### config.mk
export PLATFORM = sky130hd
export DESIGN_NAME = lr_shift_seq_sfr
export DESIGN_NICKNAME = d
export VERILOG_FILES = /design/src/rtl/lr_shift_pkg.sv /design/src/rtl/shift_step_unit.sv /design/src/rtl/lr_shift_seq_sfr.sv
export SDC_FILE = /design/constraint.sdc
export NUM_CORES = 1
export LEC_CHECK = 0
export BUFFER_PORTS_ARGS = -buffer_cell sky130_fd_sc_hd__buf_2
export CAP_MARGIN = 0
export CORE_MARGIN = 3
export CORE_UTILIZATION = 47
export DETAILED_ROUTE_END_ITERATION = 12
export PLACE_DENSITY_LB_ADDON = 0.25
export SKIP_CTS_REPAIR_TIMING = 1
export SLEW_MARGIN = 20
export SYNTH_ARGS = -nofsm -noshare
export SYNTH_HDL_FRONTEND = slang
export SYNTH_SLANG_ARGS = --single-unit
### constraint.sdc
create_clock -name clk -period 1.5 [get_ports clk]
set_input_delay 0.45 -clock clk [delete_from_list [all_inputs] [get_ports clk]]
set_output_delay 0.45 -clock clk [all_outputs]
set_load 0.05 [all_outputs]
### src/rtl/lr_shift_pkg.sv
// Shared encodings for the left/right shift SFR: shift modes, directions and FSM states.
package lr_shift_pkg;

  typedef enum logic [1:0] {
    MODE_LOG = 2'b00,
    MODE_ARI = 2'b01,
    MODE_ROT = 2'b10,
    MODE_SER = 2'b11
  } mode_e;

  typedef enum logic {
    DIR_R = 1'b0,
    DIR_L = 1'b1
  } dir_e;

  typedef enum logic {
    ST_IDLE  = 1'b0,
    ST_SHIFT = 1'b1
  } state_e;

endpackage

### src/rtl/shift_step_unit.sv
// Combinational one-bit shift: next register value and the bit pushed out of the far end.
module shift_step_unit
  import lr_shift_pkg::*;
#(
  parameter int unsigned SIZE = 32
) (
  input  logic [SIZE-1:0] q_i,
  input  logic            dir_i,
  input  logic [1:0]      mode_i,
  input  logic            sin_i,
  output logic [SIZE-1:0] q_next_o,
  output logic            out_bit_o
);

  logic fill_c;

  always_comb begin
    fill_c    = 1'b0;
    q_next_o  = q_i;
    out_bit_o = 1'b0;
    if (dir_e'(dir_i) == DIR_R) begin
      case (mode_e'(mode_i))
        MODE_LOG: fill_c = 1'b0;
        MODE_ARI: fill_c = q_i[SIZE-1];
        MODE_ROT: fill_c = q_i[0];
        MODE_SER: fill_c = sin_i;
        default:  fill_c = 1'b0;
      endcase
      q_next_o  = {fill_c, q_i[SIZE-1:1]};
      out_bit_o = q_i[0];
    end else begin
      // Arithmetic left is identical to logical left: zero enters the LSB.
      case (mode_e'(mode_i))
        MODE_ROT: fill_c = q_i[SIZE-1];
        MODE_SER: fill_c = sin_i;
        default:  fill_c = 1'b0;
      endcase
      q_next_o  = {q_i[SIZE-2:0], fill_c};
      out_bit_o = q_i[SIZE-1];
    end
  end

endmodule

### src/rtl/lr_shift_seq_sfr.sv
// Left/right shift SFR with single-step shifts and multi-cycle shift-by-N (busy/done handshake).
module lr_shift_seq_sfr
  import lr_shift_pkg::*;
#(
  parameter int unsigned SIZE  = 32,
  parameter int unsigned AMT_W = 5
) (
  input  logic             clk,
  input  logic             rst_n,
  input  logic             ld,
  input  logic [SIZE-1:0]  D,
  input  logic             step,
  input  logic             start,
  input  logic [AMT_W-1:0] amt,
  input  logic             dir,
  input  logic [1:0]       mode,
  input  logic             sin,
  output logic [SIZE-1:0]  Q,
  output logic             sout,
  output logic             carry,
  output logic             busy,
  output logic             done,
  output logic             zero
);

  state_e           state_q, state_d;
  logic [SIZE-1:0]  q_q, q_d;
  logic             carry_q, carry_d;
  logic             busy_q, busy_d;
  logic             done_q, done_d;
  logic [AMT_W-1:0] cnt_q, cnt_d;
  logic             dir_q, dir_d;
  logic [1:0]       mode_q, mode_d;

  logic             eff_dir_c;
  logic [1:0]       eff_mode_c;
  logic [SIZE-1:0]  sh_q_c;
  logic             sh_out_c;

  // While shifting, the latched command steers the shifter; otherwise the live inputs do.
  assign eff_dir_c  = (state_q == ST_SHIFT) ? dir_q  : dir;
  assign eff_mode_c = (state_q == ST_SHIFT) ? mode_q : mode;

  shift_step_unit #(.SIZE(SIZE)) u_step (
    .q_i       (q_q),
    .dir_i     (eff_dir_c),
    .mode_i    (eff_mode_c),
    .sin_i     (sin),
    .q_next_o  (sh_q_c),
    .out_bit_o (sh_out_c)
  );

  always_ff @(posedge clk or negedge rst_n) begin
    if (!rst_n) begin
      state_q <= ST_IDLE;
      q_q     <= '0;
      carry_q <= 1'b0;
      busy_q  <= 1'b0;
      done_q  <= 1'b0;
      cnt_q   <= '0;
      dir_q   <= 1'b0;
      mode_q  <= 2'b00;
    end else begin
      state_q <= state_d;
      q_q     <= q_d;
      carry_q <= carry_d;
      busy_q  <= busy_d;
      done_q  <= done_d;
      cnt_q   <= cnt_d;
      dir_q   <= dir_d;
      mode_q  <= mode_d;
    end
  end

  always_comb begin
    state_d = state_q;
    q_d     = q_q;
    carry_d = carry_q;
    busy_d  = busy_q;
    done_d  = 1'b0;
    cnt_d   = cnt_q;
    dir_d   = dir_q;
    mode_d  = mode_q;
    case (state_q)
      ST_IDLE: begin
        if (ld) begin
          q_d     = D;
          carry_d = 1'b0;
        end else if (start) begin
          if (amt != '0) begin
            cnt_d   = amt;
            dir_d   = dir;
            mode_d  = mode;
            busy_d  = 1'b1;
            state_d = ST_SHIFT;
          end else begin
            done_d = 1'b1;
          end
        end else if (step) begin
          q_d     = sh_q_c;
          carry_d = sh_out_c;
        end
      end
      ST_SHIFT: begin
        if (ld) begin
          // Abort: load wins, no completion pulse.
          q_d     = D;
          carry_d = 1'b0;
          busy_d  = 1'b0;
          cnt_d   = '0;
          state_d = ST_IDLE;
        end else begin
          q_d     = sh_q_c;
          carry_d = sh_out_c;
          cnt_d   = cnt_q - AMT_W'(1);
          if (cnt_q == AMT_W'(1)) begin
            busy_d  = 1'b0;
            done_d  = 1'b1;
            state_d = ST_IDLE;
          end
        end
      end
      default: state_d = ST_IDLE;
    endcase
  end

  assign Q     = q_q;
  assign carry = carry_q;
  assign busy  = busy_q;
  assign done  = done_q;
  assign sout  = eff_dir_c ? q_q[SIZE-1] : q_q[0];
  assign zero  = (q_q == '0);

endmodule

# After elaboration in Yosys (flattened, before gate mapping)
# Cells that the tools add are included.
# W data, S select, Z words.
[word_totals]
regBits = 44
in_bits = 46
output_inout_bits = 37
elab_cells = 67
[op_classes]
n_addsub = 1
eq_ne = 10
muxes = 39
bitwise = 2
reduce_logical = 7
[op_table]
columns = ["cell", "count"]
rows = [
  ["$mux W32", 5],
  ["$pmux W32 S2", 1],
  ["$logic_not A32 Y1", 1],
  ["$mux W1", 21],
  ["$mux W5", 4],
  ["$pmux W1 S2", 5],
  ["$pmux W5 S2", 1],
  ["$reduce_and A4 Y1", 2],
  ["$ne A2 B2 Y1 const B", 3],
  ["$ne A3 B3 Y1 const B", 2],
  ["$eq A5 B1 Y1 const B", 1],
  ["$reduce_bool A5 Y1", 1],
  ["$sub A5 B1 Y5 const B", 1],
  ["$eq A2 B2 Y1 const B", 2],
  ["$pmux W1 S4", 1],
  ["$ne A3 B2 Y1 const B", 1],
  ["$reduce_and A3 Y1", 1],
  ["$eq A2 B1 Y1 const B", 1],
  ["$logic_not A2 Y1", 1],
  ["$mux W2", 1],
  ["$not A1 Y1", 2],
  ["$reduce_and A2 Y1", 1],
]

# Logic depth before layout (Yosys ltp)
[depth]
ltp_word = 8
ltp_mapped = 6
depth_no_buf = 6

# Hierarchy
# A second synthesis with hierarchy kept.
[unflattened]
hier_cells = 225
hier_area_um2 = 2991.6
[modules_own_cells]
columns = ["module", "instances", "cells_each", "area_each_um2", "seq_area_each_um2"]
rows = [
  ["lr_shift_seq_sfr", 1, 180, 2422.3, 1101.1],
  ["shift_step_unit", 1, 45, 569.3, 0.0],
]

# Worst setup path before layout
# Ideal clock, no wire load.
[synth_timing]
kind = "register to output"
start = "register q_q[6], in the netlist Q[6]"
end = "output port zero"
t_arrival_ns = 1.680
required_ns = 1.050
path_slack_ns = -0.630
path_stages_with_launch = 4
path_buffers = 0
path_cell_list = "dfrtp_1 -> nor4_1 -> nand4_1 -> nor2_1"
[synth_via]
elab_chain_len = 1
[synth_rtl]
columns = ["item", "line", "rtl"]
rows = [
  ["start: declaration", "lr_shift_seq_sfr.sv:27", "logic [SIZE-1:0] q_q, q_d;"],
  ["start signal: assignment", "lr_shift_seq_sfr.sv:65", "q_q <= q_d;"],
  ["$logic_not A32 Y1", "lr_shift_seq_sfr.sv:132", "assign zero = (q_q == '0);"],
  ["end: declaration", "lr_shift_seq_sfr.sv:23", "output logic zero"],
]
# No other way between the ends.

# Worst setup path in the final report
[layout_timing]
start = "register q_q[9], in the netlist Q[9]"
end = "output port zero"
# Same word-level chain as after synthesis.

==> results.md <==
* Status: finished with violations
* Violated checks: negative setup slack
* Worst reg2reg path depth at 6
* Critical R2R Capture: Q[23]$_DFFE_PN0P_
* Synthesized area per cell at 9.99 µm²
* Grt total ovfl at 0
* Seq/Total Area, Yosys at 0.408
* Most common cell after layout, fill and taps aside: buf_2
* CTS max path bufs at 2
* Vias in the first global route at 2450
* Chip Height at 81.7 µm
* Mapped Area at 0.00270 mm²
* Final hold vios at 0
* Most frequent cells in the layout: buf_2, buf_4, buf_6, nand2_1, o21ai_1
* Gr busiest metal: met2
* R2R setup slack at -250 ps
* Worst slew pin tran at 337 ps
* Setup TNS at -7340 ps
* Die area at approximately 0.0067 mm²
* Layout Cells excl Fill at 474
* First-pass GRT wire length at 11.6 mm
* # IOs at 83
* Placer Congestion at 0.876
* DRT iter0 DRCs at 170
* CP max FO at 2
* Layout Nets at 451
* Drt drc at 0
* #FFs+latches synth at 44
* Inserted Clock Buffers at 5
* Min Clock Period, post-route at between 1500 and 2000 ps
* Critical path launch point type: flop
* Yosys top cell area share at 0.408
* Reg clk slew, reported paths at 80 ps
* Layout area overhead at 63.0%
* Vias at ~2700
* Synth unique cells at 42
* Pre-Repair DR Iteration Count at 4
* DRT Wirelength at 8.63 mm
* Max cap viols at 0
* ANT cells at 0
* FP Rows at 26
* Syn_nets at about 320
* Worst skew pair latency at 290 ps
* Reg-to-reg startpoint: state_q$_DFF_PN0_
* Cells after Synth at 270
* PwrDens at 1510 mW/mm²
* Fmax at ~510 MHz
* Buffers on Ports at between 80 and 90
* Final ANT Viol Nets at 0
* Slew Limit Fails at 0
* Top cells by area, synth: dfrtp_1, mux2_2, mux2i_1
* M1 GR Usage at 0.298
* GRT met2 Usage at 0.372
* Area leader, netlist: dfrtp_1
* GRT Overall Usage at 0.222
* Skew final at 5.75 ps
* CP Data Required Time at 1050 ps
* Tcrit/Tclk final at 1.32
* Worst vdd ir at 0.971 mV
* Largest net degree at the start of global routing at 45
* TritonCTS clock tree: yes
* Final setup violation count at 41
* Setup ws final at -479 ps
* GR Util met3 at 0.0384
* RSZ-0062 raised after global routing: true
* Dpl cells at 459
* Static leakage at 2.09 nW
* DP Wirelength at ~5.2 mm
* H-tree Lvls at 2
* Die W at 81.7 µm
* Yosys warnings at 0
* Data arrival, critical path at ~1500 ps
* Core Area at 0.00534 mm²
* Max_slew headroom at 0.775
* Filler Cell Count at 300
* # clock sinks at 44
* Worst hold path class: input port to async pin
* Wirelength per Cell at 18.2 µm
* Clk root buf: clkbuf_8
* Share of cells above drive strength 1 at 0.592
* Vias/cell at 5.67
* Worst setup EP type: output port
* Initial antenna violation count at 0
* Initial Util at 0.505
* Crit path kind: flop to output port
-- per-layer routing --
layer / vias to the layer above / part of all wire
met5: - / 0
met4: 0 / 0.013
met3: 10 / 0.048
met2: 95 / 0.51
met1: 1325 / 0.43
li1: 1259 / -
-- cell families (layout without fill, tap and decap cells) --
logic type | count (synthesis) | after routing | synth area share
buffers and inverters | 24 | 158 | 0.0483
multiplexers | 64 | 64 | 0.254
AND/OR/NAND/NOR | 74 | 74 | 0.141
adder cells (fa/ha/maj) | 2 | 2 | 0.00928
AO/OA/AOI/OAI | 62 | 62 | 0.139
flip-flops | 44 | 44 | 0.408
-- worst max-delay path, stage by stage (launching register included) --
cell	delay, ps
dfrtp_2	430
nor4_4	290
nand4_1	200
nor2_4	150
buf_8	150
-- where the power goes --
| group | internal [W] | total (W) | leakage [nW] | switching (W) |
|---|---|---|---|---|
| Clock | 0.000588 | 0.000995 | 0.0645 | 0.000407 |
| Combinational | 0.00177 | 0.00383 | 1.51 | 0.00206 |
| Sequential | 0.00152 | 0.00180 | 0.507 | 0.000280 |
| Total | 0.00388 | 0.00663 | 2.09 | 0.00275 |
-- worst max path at each step --
stage | start | to
after floorplan | amt[3] | dir_q$_DFFE_PN0P_
after global placement | amt[3] | dir_q$_DFFE_PN0P_
after detailed placement | amt[3] | dir_q$_DFFE_PN0P_
after CTS | Q[15]$_DFFE_PN0P_ | zero
after global routing | Q[24]$_DFFE_PN0P_ | zero
final | Q[9]$_DFFE_PN0P_ | zero
-- state kept, by name, summed over array words and instances, names as in the netlist --
signal	count
Q	32
dir_q	1
busy	1
done	1
state_q	1
carry	1
cnt_q	5
mode_q	2
-- cell usage after synthesis --
cell,count
nor3b_1,2
mux2_2,32
nand4_1,2
and3b_1,1
inv_1,8
a41oi_1,2
nand2_1,36
o22ai_1,2
and4_1,1
nor3_1,3
or3_1,2
mux2i_1,31
o211ai_1,1
buf_2,8
nor2_1,8
or4_4,1
nor4b_1,2
a2111oi_0,1
nand2b_1,1
nand3_1,1
clkbuf_1,4
nor4_1,8
a31oi_1,3
a32oi_1,2
a21oi_1,5
o21ai_0,29
dfrtp_1,44
mux2_4,1
o21a_1,1
ha_1,2
a31o_2,1
nand2_4,1
buf_6,4
o21ai_1,8
nor4bb_1,1
a221oi_1,1
o21a_4,1
a22o_1,2
a22oi_1,1
nor2_4,1
nor2b_1,3
o2bb2ai_1,2
-- area by class of cell --
class / count / area (µm²) / area share
clock buffers: 7 / 96.3 / 0.0219
clock inverters: 1 / 30.0 / 0.00683
inverters: 8 / 30.0 / 0.00683
multi-input cells: 202 / 1710 / 0.388
flip-flops and latches: 44 / 1130 / 0.258
well taps: 70 / 87.6 / 0.0199
repair buffers: 142 / 1310 / 0.299
-- through the flow --
stage | area (µm²) | setup WS [ps] | power [W] | utilization | hold slack, ps
after floorplan | 2760 | -237 | 0.00369 | - | 154
after global placement | 3650 | -354 | 0.00466 | 0.684 | 444
after detailed placement | 3650 | -388 | 0.00473 | 0.684 | 444
after CTS | 3780 | -658 | 0.00572 | 0.708 | 124
after global routing | 4390 | -583 | 0.00695 | 0.824 | 118
final | 4390 | -479 | 0.00663 | 0.824 | 118
Power figures use the tool's default switching activity.
